--- src/rtl/dmem_master.sv ---
// Data-memory initiator: turns single-word load/store requests from the core
// into MEMR/MEMW strobes with address/data, and returns the load data or the
// store completion on a valid/ready response channel. Every output is a
// register, so the strobes drop as soon as reset is asserted.
module dmem_master #(
   parameter int unsigned DEPTH       = 1024,
   parameter int unsigned WAIT_CYCLES = 0
) (
   input  logic        clk,
   input  logic        rst_n,
   // Request channel from the core
   input  logic        req_valid_i,
   output logic        req_ready_o,
   input  logic        req_we_i,
   input  logic [15:0] req_addr_i,
   input  logic [15:0] req_wdata_i,
   // Response channel to the core
   output logic        rsp_valid_o,
   input  logic        rsp_ready_i,
   output logic [15:0] rsp_rdata_o,
   output logic        rsp_err_o,
   output logic        stall_o,
   // Data memory side
   output logic        memr_o,
   output logic        memw_o,
   output logic [15:0] data_addr_o,
   output logic [15:0] write_data_o,
   input  logic [15:0] read_data_i
);

   typedef enum logic [1:0] {StIdle, StRd, StWr, StResp} state_e;

   // Wait counter load value; accesses are limited to 0..15 wait cycles
   localparam logic [3:0] WaitInit = 4'(WAIT_CYCLES);

   state_e      state_q;
   logic [3:0]  cnt_q;
   logic        req_ready_q;
   logic        rsp_valid_q;
   logic [15:0] rsp_rdata_q;
   logic        rsp_err_q;
   logic        stall_q;
   logic        memr_q;
   logic        memw_q;
   logic [15:0] data_addr_q;
   logic [15:0] write_data_q;

   logic        accept;
   logic        addr_err;

   // Handshake and unsigned range check of the incoming address
   always_comb begin
      accept   = req_valid_i & req_ready_q;
      addr_err = ({16'd0, req_addr_i} >= DEPTH);
   end

   // Transaction FSM; every output is updated here as a registered value
   always_ff @(posedge clk or negedge rst_n) begin
      if (!rst_n) begin
         state_q      <= StIdle;
         cnt_q        <= 4'd0;
         req_ready_q  <= 1'b1;
         rsp_valid_q  <= 1'b0;
         rsp_rdata_q  <= 16'd0;
         rsp_err_q    <= 1'b0;
         stall_q      <= 1'b0;
         memr_q       <= 1'b0;
         memw_q       <= 1'b0;
         data_addr_q  <= 16'd0;
         write_data_q <= 16'd0;
      end else begin
         unique case (state_q)
            StIdle: begin
               if (accept) begin
                  data_addr_q  <= req_addr_i;
                  write_data_q <= req_wdata_i;
                  cnt_q        <= WaitInit;
                  req_ready_q  <= 1'b0;
                  stall_q      <= 1'b1;
                  if (addr_err) begin
                     // Out-of-range: answer at once, never touch the memory
                     state_q     <= StResp;
                     rsp_valid_q <= 1'b1;
                     rsp_err_q   <= 1'b1;
                     rsp_rdata_q <= 16'd0;
                  end else if (req_we_i) begin
                     state_q <= StWr;
                     // With no wait cycles the first WR cycle is the write cycle
                     memw_q  <= (WaitInit == 4'd0);
                  end else begin
                     state_q <= StRd;
                     memr_q  <= 1'b1;
                  end
               end
            end

            StRd: begin
               if (cnt_q == 4'd0) begin
                  memr_q      <= 1'b0;
                  rsp_rdata_q <= read_data_i;
                  rsp_err_q   <= 1'b0;
                  rsp_valid_q <= 1'b1;
                  state_q     <= StResp;
               end else begin
                  cnt_q <= cnt_q - 4'd1;
               end
            end

            StWr: begin
               if (cnt_q == 4'd0) begin
                  // The memory commits on this edge while MEMW is still high
                  memw_q      <= 1'b0;
                  rsp_rdata_q <= 16'd0;
                  rsp_err_q   <= 1'b0;
                  rsp_valid_q <= 1'b1;
                  state_q     <= StResp;
               end else begin
                  cnt_q  <= cnt_q - 4'd1;
                  // Raise MEMW only for the last cycle so exactly one write occurs
                  memw_q <= (cnt_q == 4'd1);
               end
            end

            StResp: begin
               if (rsp_ready_i) begin
                  rsp_valid_q <= 1'b0;
                  req_ready_q <= 1'b1;
                  stall_q     <= 1'b0;
                  state_q     <= StIdle;
               end
            end

            default: begin
               state_q <= StIdle;
            end
         endcase
      end
   end

   // Drive the ports straight from the state registers
   always_comb begin
      req_ready_o  = req_ready_q;
      rsp_valid_o  = rsp_valid_q;
      rsp_rdata_o  = rsp_rdata_q;
      rsp_err_o    = rsp_err_q;
      stall_o      = stall_q;
      memr_o       = memr_q;
      memw_o       = memw_q;
      data_addr_o  = data_addr_q;
      write_data_o = write_data_q;
   end

endmodule

--- config.mk ---
export PLATFORM = sky130hd
export DESIGN_NAME = dmem_master
export DESIGN_NICKNAME = d
export VERILOG_FILES = /design/src/rtl/dmem_master.sv
export SDC_FILE = /design/constraint.sdc
export NUM_CORES = 1
export LEC_CHECK = 0
export ABC_AREA = 1
export BUFFER_PORTS_ARGS = -buffer_cell sky130_fd_sc_hd__buf_4
export CAP_MARGIN = 40
export CORE_ASPECT_RATIO = 0.7
export CORE_UTILIZATION = 39
export DETAILED_ROUTE_END_ITERATION = 8
export GPL_TIMING_DRIVEN = 0
export HOLD_SLACK_MARGIN = 0.1
export MAX_ROUTING_LAYER = met4
export PLACE_DENSITY = 0.7
export SLEW_MARGIN = 5
export SYNTH_ARGS = -nofsm -noshare
export SYNTH_HDL_FRONTEND = slang
export SYNTH_SLANG_ARGS = --single-unit
--- constraint.sdc ---
create_clock -name clk -period 3.3 [get_ports clk]
set_input_delay 0.165 -clock clk [delete_from_list [all_inputs] [get_ports clk]]
set_output_delay 0.165 -clock clk [all_outputs]
set_load 0.05 [all_outputs]
==> impl_results.html <==
<table>
<tr><th>Metric</th><th>Value</th></tr>
<tr><th colspan="2">Synth</th></tr>
<tr><td>Share of Yosys cell area claimed by the top area cell type</td><td>0.534</td></tr>
<tr><td>Largest cells by area after synthesis</td><td>dfrtp_1 (53%), mux2_1 (13%), nand2_1 (11%)</td></tr>
<tr><td>Area of the mapped netlist</td><td>2760 sq um</td></tr>
<tr><td>Count leader, synth</td><td>nand2_1</td></tr>
<tr><td>Area leader, netlist</td><td>dfrtp_1</td></tr>
<tr><td>Post-synthesis area per instance</td><td>about 11 sq um</td></tr>
<tr><td>Mapped Cells</td><td>261</td></tr>
<tr><td>Sequential cell area fraction in the yosys report</td><td>0.544</td></tr>
<tr><td>Synth Net Count</td><td>322</td></tr>
<tr><td>Register bit total from synthesis</td><td>60</td></tr>
<tr><td>Post-synth top flop</td><td>dfrtp_1</td></tr>
<tr><td>Top post-synthesis cells by count</td><td>nand2_1 (82), dfrtp_1 (59), mux2_1 (32)</td></tr>
<tr><td>Number of distinct standard cells referenced by the synthesized netlist</td><td>27</td></tr>
<tr><td>Share of async-settable or async-resettable flops after synthesis</td><td>1.00</td></tr>
<tr><td>Count of flip-flops with a built-in enable after synthesis</td><td>0</td></tr>
<tr><td>Synthesis Warnings</td><td>0</td></tr>
<tr><th colspan="2">Layout</th></tr>
<tr><td>Total number of nets in the final design</td><td>472</td></tr>
<tr><td>Area Overhead vs Synth</td><td>51.7%</td></tr>
<tr><td>Count of antenna diodes in the layout</td><td>0</td></tr>
<tr><td>Share of post-route cells with drive strength above 1</td><td>0.327</td></tr>
<tr><th colspan="2">Drt</th></tr>
<tr><td>Vias per std cell</td><td>roughly 4.7</td></tr>
<tr><td>Number of detailed-route iterations in the first pass</td><td>4</td></tr>
<tr><td>Vias</td><td>2,385</td></tr>
<tr><td>Average wire per cell in the routed design</td><td>between 10 and 15 um</td></tr>
<tr><td>Starting DRC count in detailed routing</td><td>73</td></tr>
<tr><td>Antenna Nets Post-Route</td><td>0</td></tr>
<tr><td>WL final</td><td>~7000 um</td></tr>
<tr><td>Remaining routing DRC violations</td><td>0</td></tr>
<tr><th colspan="2">Die</th></tr>
<tr><td>Floorplan die area</td><td>~7400 sq um</td></tr>
<tr><td>Die span in x</td><td>between 100 and 150 um</td></tr>
<tr><td>Placeable core area</td><td>6790 sq um</td></tr>
<tr><td>Number of top-level pins</td><td>107</td></tr>
<tr><td>Effective utilization at floorplan</td><td>0.407</td></tr>
<tr><td>Vertical die dimension</td><td>just over 70 um</td></tr>
<tr><td>Number of rows created at floorplan</td><td>25</td></tr>
<tr><th colspan="2">Timing</th></tr>
<tr><td>Final hold violations</td><td>0</td></tr>
<tr><td>Final worst path period share</td><td>0.605</td></tr>
<tr><td>Total negative slack</td><td>0 ns</td></tr>
<tr><td>Setup repair after global routing missed its margin</td><td>no</td></tr>
<tr><td>Skew final</td><td>around 0.0076 ns</td></tr>
<tr><td>Final worst-path setup slack</td><td>~1.3 ns</td></tr>
<tr><td>Max-slew violation count</td><td>0</td></tr>
<tr><td>Highest achievable clock rate</td><td>between 0.5 and 0.6 GHz</td></tr>
<tr><td>Worst slew margin relative to its limit</td><td>0.488</td></tr>
<tr><td>Total of endpoints with negative setup slack in the final report</td><td>0</td></tr>
<tr><td>Final worst path period need</td><td>2.00 ns</td></tr>
<tr><td>Slew @ Worst Pin</td><td>about 0.77 ns</td></tr>
<tr><th colspan="2">Placement</th></tr>
<tr><td>Post-detailed-placement half-perimeter wirelength</td><td>~4600 um</td></tr>
<tr><td>Post-Place Setup Slack</td><td>roughly 1.3 ns</td></tr>
<tr><td>Routability congestion estimate</td><td>a little under 0.9</td></tr>
<tr><td>IO Port Bufs</td><td>approximately 110</td></tr>
<tr><th colspan="2">Global route</th></tr>
<tr><td>Vias in the first global route</td><td>approximately 2,400</td></tr>
<tr><td>Remaining global-route overflow</td><td>0</td></tr>
<tr><td>Antenna violations before repair</td><td>0</td></tr>
<tr><td>Pin count of the biggest net entering global routing</td><td>between 60 and 70</td></tr>
<tr><td>First-pass GRT wire length</td><td>roughly 11,000 um</td></tr>
<tr><td>Combined global-route utilization of all metal layers</td><td>0.207</td></tr>
<tr><th colspan="2">Power and ir drop</th></tr>
<tr><td>Share of total power in combinational logic</td><td>0.069</td></tr>
<tr><td>Power density over the cells</td><td>about 350 nW/um^2</td></tr>
<tr><td>Net switching power figure</td><td>around 0.00031 W</td></tr>
<tr><td>Maximum ir drop on the vdd rail</td><td>between 0.0002 and 0.0003 V</td></tr>
<tr><td>Sequential power share</td><td>0.505</td></tr>
<tr><td>Cell leakage power</td><td>around 2.3 nW</td></tr>
<tr><td>Power share of the clock group</td><td>0.426</td></tr>
<tr><td>Internal power of the cells</td><td>0.00115 W</td></tr>
<tr><td>Net Sw Frac</td><td>0.213</td></tr>
<tr><th colspan="2">Clock network</th></tr>
<tr><td>Clock root buffer</td><td>clkbuf_8</td></tr>
<tr><td>Cells resized by post-CTS repair</td><td>0</td></tr>
<tr><td>CTS buffer count</td><td>9</td></tr>
<tr><td>Number of buffers inserted for hold repair after clock tree synthesis</td><td>33</td></tr>
<tr><td>Clock Tree Buf Depth</td><td>2</td></tr>
<tr><td>Number of levels the H-tree was split into</td><td>3</td></tr>
<tr><td>Source-to-sink clock delay at the later pin of the worst-skew pair</td><td>between 0.3 and 0.4 ns</td></tr>
<tr><td>Clock transition time at the flip-flop clock pins of the worst setup and hold paths</td><td>approximately 0.060 ns</td></tr>
<tr><td>CTS tree</td><td>built</td></tr>
<tr><td>Number of setup buffers added after CTS</td><td>0</td></tr>
<tr><td>Sink Count</td><td>60</td></tr>
<tr><th colspan="2">Critical path</th></tr>
<tr><td>Required time of the critical path</td><td>approximately 3.5 ns</td></tr>
<tr><td>Worst EP arrival</td><td>2.21 ns</td></tr>
<tr><td>Kind of end point of the critical path</td><td>flop</td></tr>
<tr><td>Cell with the most instances on the worst path</td><td>nand2_1</td></tr>
<tr><td>Cell-by-cell trace of the critical path</td><td>inv_1 -&gt; ha_1 -&gt; buf_2 -&gt; nand2_1 -&gt; nand2_1 -&gt; a21oi_4 -&gt; nand2_4 -&gt; buf_6 -&gt; nand2_1 -&gt; nand2_1</td></tr>
<tr><td>Largest stage delay, worst path</td><td>between 0.4 and 0.5 ns</td></tr>
<tr><td>Slowest cell on the critical path</td><td>dfrtp_1</td></tr>
<tr><td>Maximum fanout along the worst path</td><td>10</td></tr>
<tr><td>Crit path launch type</td><td>flop</td></tr>
<tr><td>Start-to-end type of the worst setup path</td><td>flop to flop</td></tr>
<tr><th colspan="2">Job</th></tr>
<tr><td># Max-Cap Violations</td><td>0</td></tr>
<tr><th colspan="2">Worst hold path</th></tr>
<tr><td>Class of the most critical hold timing path</td><td>input port to flop</td></tr>
<tr><th colspan="2">Run status</th></tr>
<tr><td>Result of the run</td><td>finished clean</td></tr>
</table>
[path summary, 6_finish.rpt]
| kind | slack, ns | start | depth (start not counted) | endpoint |
|---|---|---|---|---|
| setup / recovery | 1.30 | state_q[0]$_DFFE_PN0P_ | 10 | rsp_rdata_o[1]$_DFFE_PN0P_ |
| hold / removal | 0.16 | read_data_i[12] | 4 | rsp_rdata_o[12]$_DFFE_PN0P_ |
| setup reg to reg | 1.30 | state_q[0]$_DFFE_PN0P_ | 10 | rsp_rdata_o[1]$_DFFE_PN0P_ |
| hold reg to reg | 0.47 | rsp_rdata_o[7]$_DFFE_PN0P_ | 2 | rsp_rdata_o[7]$_DFFE_PN0P_ |
| max in group asynchronous | 2.34 | rst_n | 2 | cnt_q[0]$_DFFE_PN0P_ |
| min in group asynchronous | 0.45 | rst_n | 2 | rsp_rdata_o[12]$_DFFE_PN0P_ |
[registers in the layout, summed over array words and instances, names as in the netlist, 2 cells and up]
name          cells
cnt_q             4
data_addr_o      16
rsp_rdata_o      16
state_q           2
write_data_o     16
[metal layers]
layer | global-route usage | up-vias | wire (um)
li1 | - | 1161 | -
met1 | 0.228 | 1137 | 2950
met2 | 0.353 | 78 | 3480
met3 | 0.0626 | 9 | 449
met4 | 0.0762 | 0 | 102
met5 | - | - | 0
[cell families after synthesis]
logic type                 count (synthesis)  share of synthesized area
xor gates and xnor gates                   1                    0.00317
adders and majority gates                  8                     0.0362
AOI/OAI and AO/OA                         17                     0.0385
muxes                                     32                      0.130
DFF                                       60                      0.544
buffers and inverters                     22                     0.0417
and+or+nand+nor                          121                      0.206
[placed cells by master (no fill, tap or decap), types with 8 or more instances in the layout]
cell type        n
dlygate4sd3_1   33
buf_4          106
nand3b_1        18
clkbuf_8         9
ha_1             8
inv_1           10
mux2_1          32
dfrtp_1         59
nand2_1         82
[cell type report]
type,count,area (sq um)
Sequential cell,60,1500
Inverter,13,48.8
Clock inverter,5,52.6
Clock buffer,11,131
Fill cell,585,2600
Timing Repair Buffer,139,1130
Tap cell,94,118
Multi-Input combinational cell,179,1140
Buffer,9,66.3
[critical path: cells and delay by family (launching register included)]
family | cells | cell delay (ns)
AOI/OAI and AO/OA | 1 | 0.28
adders and majority gates | 1 | 0.19
buffers and inverters | 3 | 0.43
DFF | 1 | 0.42
and+or+nand+nor | 5 | 0.56
[per-stage QoR]
stage | instances | power, W | instance area (sq um) | utilization | hold WS (ns)
after global placement | 461 | 0.000817 | 3680 | 0.542 | 0.298
after detailed placement | 461 | 0.000818 | 3680 | 0.542 | 0.296
after floorplan | 261 | 0.000754 | 2760 | - | -0.131
final | 510 | 0.00146 | 4190 | 0.617 | 0.158
after CTS | 510 | 0.00148 | 4190 | 0.617 | 0.139
after global routing | 510 | 0.00151 | 4190 | 0.617 | 0.153
[power groups by stage]
stage               Combinational, W  Clock (W)  Sequential [W]
detailed placement         0.0000684          0        0.000749
global placement           0.0000675          0        0.000749
CTS                         0.000100   0.000643        0.000735
global route                0.000109   0.000670        0.000735
finish                      0.000100   0.000620        0.000736
floorplan                 0.00000459          0        0.000749
(Power assumes the default switching activity.)
